### config.mk
export PLATFORM = sky130hd
export DESIGN_NAME = inst_fetch_unit
export DESIGN_NICKNAME = d
export VERILOG_FILES = /design/src/rtl/inst_fetch_unit.sv
export SDC_FILE = /design/constraint.sdc
export NUM_CORES = 1
export LEC_CHECK = 0
export CORE_ASPECT_RATIO = 0.5
export CORE_MARGIN = 2
export CORE_UTILIZATION = 56
export CTS_BUF_LIST = sky130_fd_sc_hd__clkbuf_2 sky130_fd_sc_hd__clkbuf_4 sky130_fd_sc_hd__clkbuf_8
export DETAILED_ROUTE_END_ITERATION = 6
export PLACE_DENSITY = 0.92
export SETUP_SLACK_MARGIN = 0.05
export SLEW_MARGIN = 20
export SYNTH_ARGS = -nofsm -noshare
export SYNTH_HDL_FRONTEND = slang
export SYNTH_SLANG_ARGS = --single-unit
### constraint.sdc
create_clock -name clk -period 3.95 [get_ports clk]
set_clock_uncertainty 0.15 [all_clocks]
set_input_delay 0.79 -clock clk [delete_from_list [all_inputs] [get_ports clk]]
set_output_delay 0.79 -clock clk [all_outputs]
set_load 0.005 [all_outputs]
### src/rtl/inst_fetch_unit.sv
// rtl/inst_fetch_unit.sv - PC register, instruction-memory requester and decoder handoff with redirect handling
module inst_fetch_unit #(
    parameter logic [31:0] RESET_PC = 32'h0000_0000
) (
    input  logic        clk,
    input  logic        rst_n,
    output logic        im_req,
    output logic [31:0] im_addr,
    input  logic        im_ack,
    input  logic [31:0] im_rdata,
    output logic [31:0] instruction,
    output logic [31:0] inst_pc,
    output logic        inst_valid,
    input  logic        inst_ready,
    input  logic        redirect,
    input  logic [1:0]  pc_mux_sel,
    input  logic        branch_taken,
    input  logic [31:0] ctl_pc,
    input  logic [15:0] imm,
    input  logic [25:0] jump_index
);

    localparam logic [1:0] S_IDLE = 2'd0;
    localparam logic [1:0] S_REQ  = 2'd1;
    localparam logic [1:0] S_HOLD = 2'd2;
    localparam logic [1:0] S_DROP = 2'd3;

    logic [1:0]  state;
    logic [31:0] fetch_pc;
    logic [31:0] pend_pc;
    logic        eff_redirect;
    logic [31:0] ctl_pc_next;
    logic [31:0] branch_target;
    logic [31:0] jump_target;
    logic [31:0] target;

    // Only jumps and taken branches change the fetch stream; everything else is a no-op pulse.
    always_comb begin
        eff_redirect  = redirect &&
                        ((pc_mux_sel == 2'b10) || ((pc_mux_sel == 2'b01) && branch_taken));
        ctl_pc_next   = ctl_pc + 32'd4;
        branch_target = ctl_pc_next + {{14{imm[15]}}, imm, 2'b00};
        jump_target   = {ctl_pc_next[31:28], jump_index, 2'b00};
        target        = (pc_mux_sel == 2'b10) ? jump_target : branch_target;
    end

    assign im_req     = (state == S_REQ) || (state == S_DROP);
    assign im_addr    = fetch_pc;
    assign inst_valid = (state == S_HOLD);

    always_ff @(posedge clk or negedge rst_n) begin
        if (!rst_n) begin
            state       <= S_IDLE;
            fetch_pc    <= RESET_PC;
            pend_pc     <= 32'd0;
            instruction <= 32'd0;
            inst_pc     <= 32'd0;
        end else begin
            case (state)
                S_IDLE: state <= S_REQ;
                S_REQ: begin
                    if (im_ack) begin
                        if (eff_redirect) begin
                            fetch_pc <= target;
                        end else begin
                            instruction <= im_rdata;
                            inst_pc     <= fetch_pc;
                            fetch_pc    <= fetch_pc + 32'd4;
                            state       <= S_HOLD;
                        end
                    end else if (eff_redirect) begin
                        pend_pc <= target;
                        state   <= S_DROP;
                    end
                end
                // Wrong-path request stays on the bus until memory completes it.
                S_DROP: begin
                    if (im_ack) begin
                        fetch_pc <= eff_redirect ? target : pend_pc;
                        state    <= S_REQ;
                    end else if (eff_redirect) begin
                        pend_pc <= target;
                    end
                end
                S_HOLD: begin
                    if (eff_redirect) begin
                        fetch_pc <= target;
                        state    <= S_REQ;
                    end else if (inst_ready) begin
                        state <= S_REQ;
                    end
                end
                default: state <= S_IDLE;
            endcase
        end
    end

endmodule

==> run_results.csv <==
group,metric,value,unit
logic_synthesis,yosysWarnings,0,
global_route,grt_max_degree,66,
logic_synthesis,yosysTopAreaCell,"dfrtp_1",
logic_synthesis,synth.area.top_cells,"dfrtp_1 37%, nand2_1 13%, ha_1 4.7%",
worst_setup_path,crit_type,"input port to flip-flop",
worst_setup_path,path_cells,"clkbuf_2, ha_2, and4_4, and2_4, buf_4, nor2b_4, nand4_1, xnor2_1, ha_1, a21o_1, a21o_1, a21oi_1, o21ai_1, a31o_2, a31oi_4, xnor2_2, a2111oi_2, nor2_1",
logic_synthesis,syn_nets,1262,
cells_and_area,postLayoutCoreUtil,82.7,%
cells_and_area,area_growth,45.0,%
timing,fin_crit_sh,94.9,%
logic_synthesis,synthFlopType,"dfrtp_1",
logic_synthesis,synth_top_family_by_area,"simple AND/OR/NAND/NOR gates",
place,gp_congestion,0.974,
logic_synthesis,synthMuxAreaShare,1.66,%
worst_setup_path,crit_end,"im_addr[29]",
timing,period_needed,3.75,ns
worst_setup_path,r2r_end,"im_addr[28]",
run_status,outcome,"complete, no violations",
clock_network,numCtsBuffers,17,
place,dp_hpwl,22100,um
worst_setup_path,worst-path-stages,18,
timing,hold_violations,0,
worst_setup_path,startpoint,"ctl_pc[2]",
floorplan,placementRows,32,
worst_setup_path,crit_family,"compound AO/OA/AOI/OAI gates",
global_route,grtUsageTotal,35.8,%
clock_network,cts.sinks,130,
power_and_ir_drop,leakage,5.85,nW
routing,drt_first_iter_violations,1069,
clock_network,htree_levels,4,
timing,tightest_slew,0.920,ns
routing,drc_errors,0,
floorplan,coreArea,15300,um^2
power_and_ir_drop,finalPower,7.36,mW
clock_network,cts_tree,"yes",
clock_network,cts_root_buf,"clkbuf_8",
logic_synthesis,synth-seq-area-share,37.2,%
routing,vias_per_cell,6.04,
worst_setup_path,crit_required,4.14,ns
timing,timing.setup.tns,0,ns
timing,finalSetupViolations,0,
flow_run,cap_violations,0,
logic_synthesis,netlist_area,8750,um^2
power_and_ir_drop,ir_drop,0.000289,V
logic_synthesis,synth_xor_xnor_area_share,6.71,%
global_route,grt_pass1_wl,48200,um
floorplan,die-area,16700,um^2
worst_setup_path,setup.worst_path.end_class,"flip-flop",
logic_synthesis,synthSimpleGateAreaFrac,25.3,%
logic_synthesis,yosys-top-cells-count,"308 x nand2_1, 130 x dfrtp_1, 77 x o21ai_0",
logic_synthesis,synth.distinct_cells,68,
logic_synthesis,syn_inst,1114,
power_and_ir_drop,p_per_area,580,nW/um^2
worst_setup_path,critical_path_arrival,3.94,ns
worst_setup_path,rr_startpoint,"im_addr[2]",
clock_network,clock_latency,0.45,ns
floorplan,start_util,57.1,%
cells_and_area,fillCellCount,949,
logic_synthesis,synth_top_area_share,37.2,%
global_route,grt_pass1_vias,9599,
routing,drt_pass1_iterations,7,
place,io_buffers,211,
worst_setup_path,worstSetupStartpointType,"input port",
floorplan,ios,212,
logic_synthesis,synth_fa_ha_area_share,4.95,%
worst_setup_path,max_stage_delay,0.39,ns
cells_and_area,fin_nets,1579,
floorplan,fp.dieW,181,um
worst_setup_path,reg2regPathDepth,10,
timing,slew_headroom,38.4,%
cells_and_area,antenna_cells,0,
timing,max_freq,0.267,GHz
worst_setup_path,cp.buffers_inverters,2,
worst_setup_path,crit_fanout,4,
worst_setup_path,cpMaxStageDelayCell,"a2111oi_2",
worst_setup_path,regToRegSetupSlack,0.57,ns
timing,slew_viol_final,0,
cells_and_area,layout-drive-gt1-share,16.9,%
global_route,antenna_found_initial,0,
hold_path,hold_path.class,"input port to asynchronous set/reset pin",
logic_synthesis,synth_compound_area_share,20.5,%
clock_network,path_clk_slew,0.08,ns
routing,vias,9959,
logic_synthesis,synth_seq_cells,130,
clock_network,cts_buffer_depth,2,
timing,whs,0.266,ns
logic_synthesis,syn_avg_cell_area,7.86,um^2
timing,rsz0062_at_grt,"no",
global_route,overflow,0,
routing,final_antenna_net_count,0,
floorplan,die_h,92.4,um
logic_synthesis,synth_edf_count,0,
logic_synthesis,yosysMostFrequentCell,"nand2_1",
worst_setup_path,cp_common_cell,"a21o_1",
logic_synthesis,ys_async_sr_fraction,100,%
routing,wire_per_inst,18.5,um
routing,routed_wl,30500,um
where the power goes:
group          switching (mW)  leakage, nW  total (mW)  internal, mW
combinational            1.78         4.09        3.65          1.87
sequential              0.604         1.58        2.56          1.95
clock                   0.572        0.193        1.16         0.585
layout by cell type (no fill, tap or decap), types with 17 or more instances in the layout:
cell type	synthesis	routed
a21oi_1	65	61
dfrtp_1	130	130
ha_1	33	27
o22ai_1	17	17
a21o_1	22	22
nand3_1	44	40
buf_4	0	153
nor2_1	62	58
xnor2_1	42	38
clkbuf_8	0	18
clkdlybuf4s50_1	0	197
xor2_1	25	25
o21ai_0	77	69
nand2_1	308	307
stage by stage:
| step | cells | cell area (um^2) | setup WS [ns] |
|---|---|---|---|
| after global placement | 1606 | 11900 | -0.550 |
| after CTS | 1639 | 12500 | 0.0611 |
| after floorplan | 1114 | 8760 | 0.0190 |
| after global routing | 1648 | 12700 | 0.0462 |
| after detailed placement | 1606 | 11900 | -0.703 |
| final | 1648 | 12700 | 0.201 |
worst min path at each step:
stage | to | depth (start not counted)
global route | pend_pc[12] | 1
detailed placement | inst_pc[4] | 2
floorplan | pend_pc[11] | 2
global placement | instruction[15] | 2
CTS | pend_pc[5] | 1
finish | pend_pc[2] | 1
per-layer routing:
layer	vias to the layer above	wire length, um	GRT usage (%)
met3	114	3800	9.79
met2	689	13600	56.7
li1	4530	-	-
met1	4626	12200	47.5
met4	0	894	13.0
met5	-	0	0
logic make-up after synthesis:
family	after synthesis
xor gates and xnor gates	67
muxes	14
buffers and inverters	83
and+or+nand+nor	504
AOI/OAI and AO/OA	282
DFF	130
adders and majority gates	34
worst register-to-register path: cells and delay by family, from the launching register on:
| family | cells | cell delay [ns] |
|---|---|---|
| adders and majority gates | 1 | 0.28 |
| DFF | 1 | 0.51 |
| and+or+nand+nor | 5 | 1.70 |
| xor gates and xnor gates | 1 | 0.15 |
| AOI/OAI and AO/OA | 2 | 0.19 |
| muxes | 1 | 0.29 |
flip-flops by register name (all words and copies together), names as in the netlist:
| signal | cells |
|---|---|
| im_addr | 32 |
| pend_pc | 32 |
| inst_pc | 32 |
| state | 2 |
| instruction | 32 |
layout make-up:
class / count / area (um^2) / area share [%]
Multi-Input combinational cell: 901 / 5430 / 42.8
Inverter: 16 / 60.1 / 0.473
Clock inverter: 14 / 153 / 1.20
Tap cell: 204 / 255 / 2.01
Timing Repair Buffer: 365 / 3290 / 25.9
Sequential cell: 130 / 3250 / 25.6
Clock buffer: 18 / 248 / 1.95
what timing repair did:
action	4_1_cts	5_1_grt
cloned	0	0
setup buffers	1	9
hold buffers	0	0
endpoints found under the setup margin	26	32
resized for setup	32	42
pin swaps	9	40
Note: power is estimated with default switching activity, not from simulation.
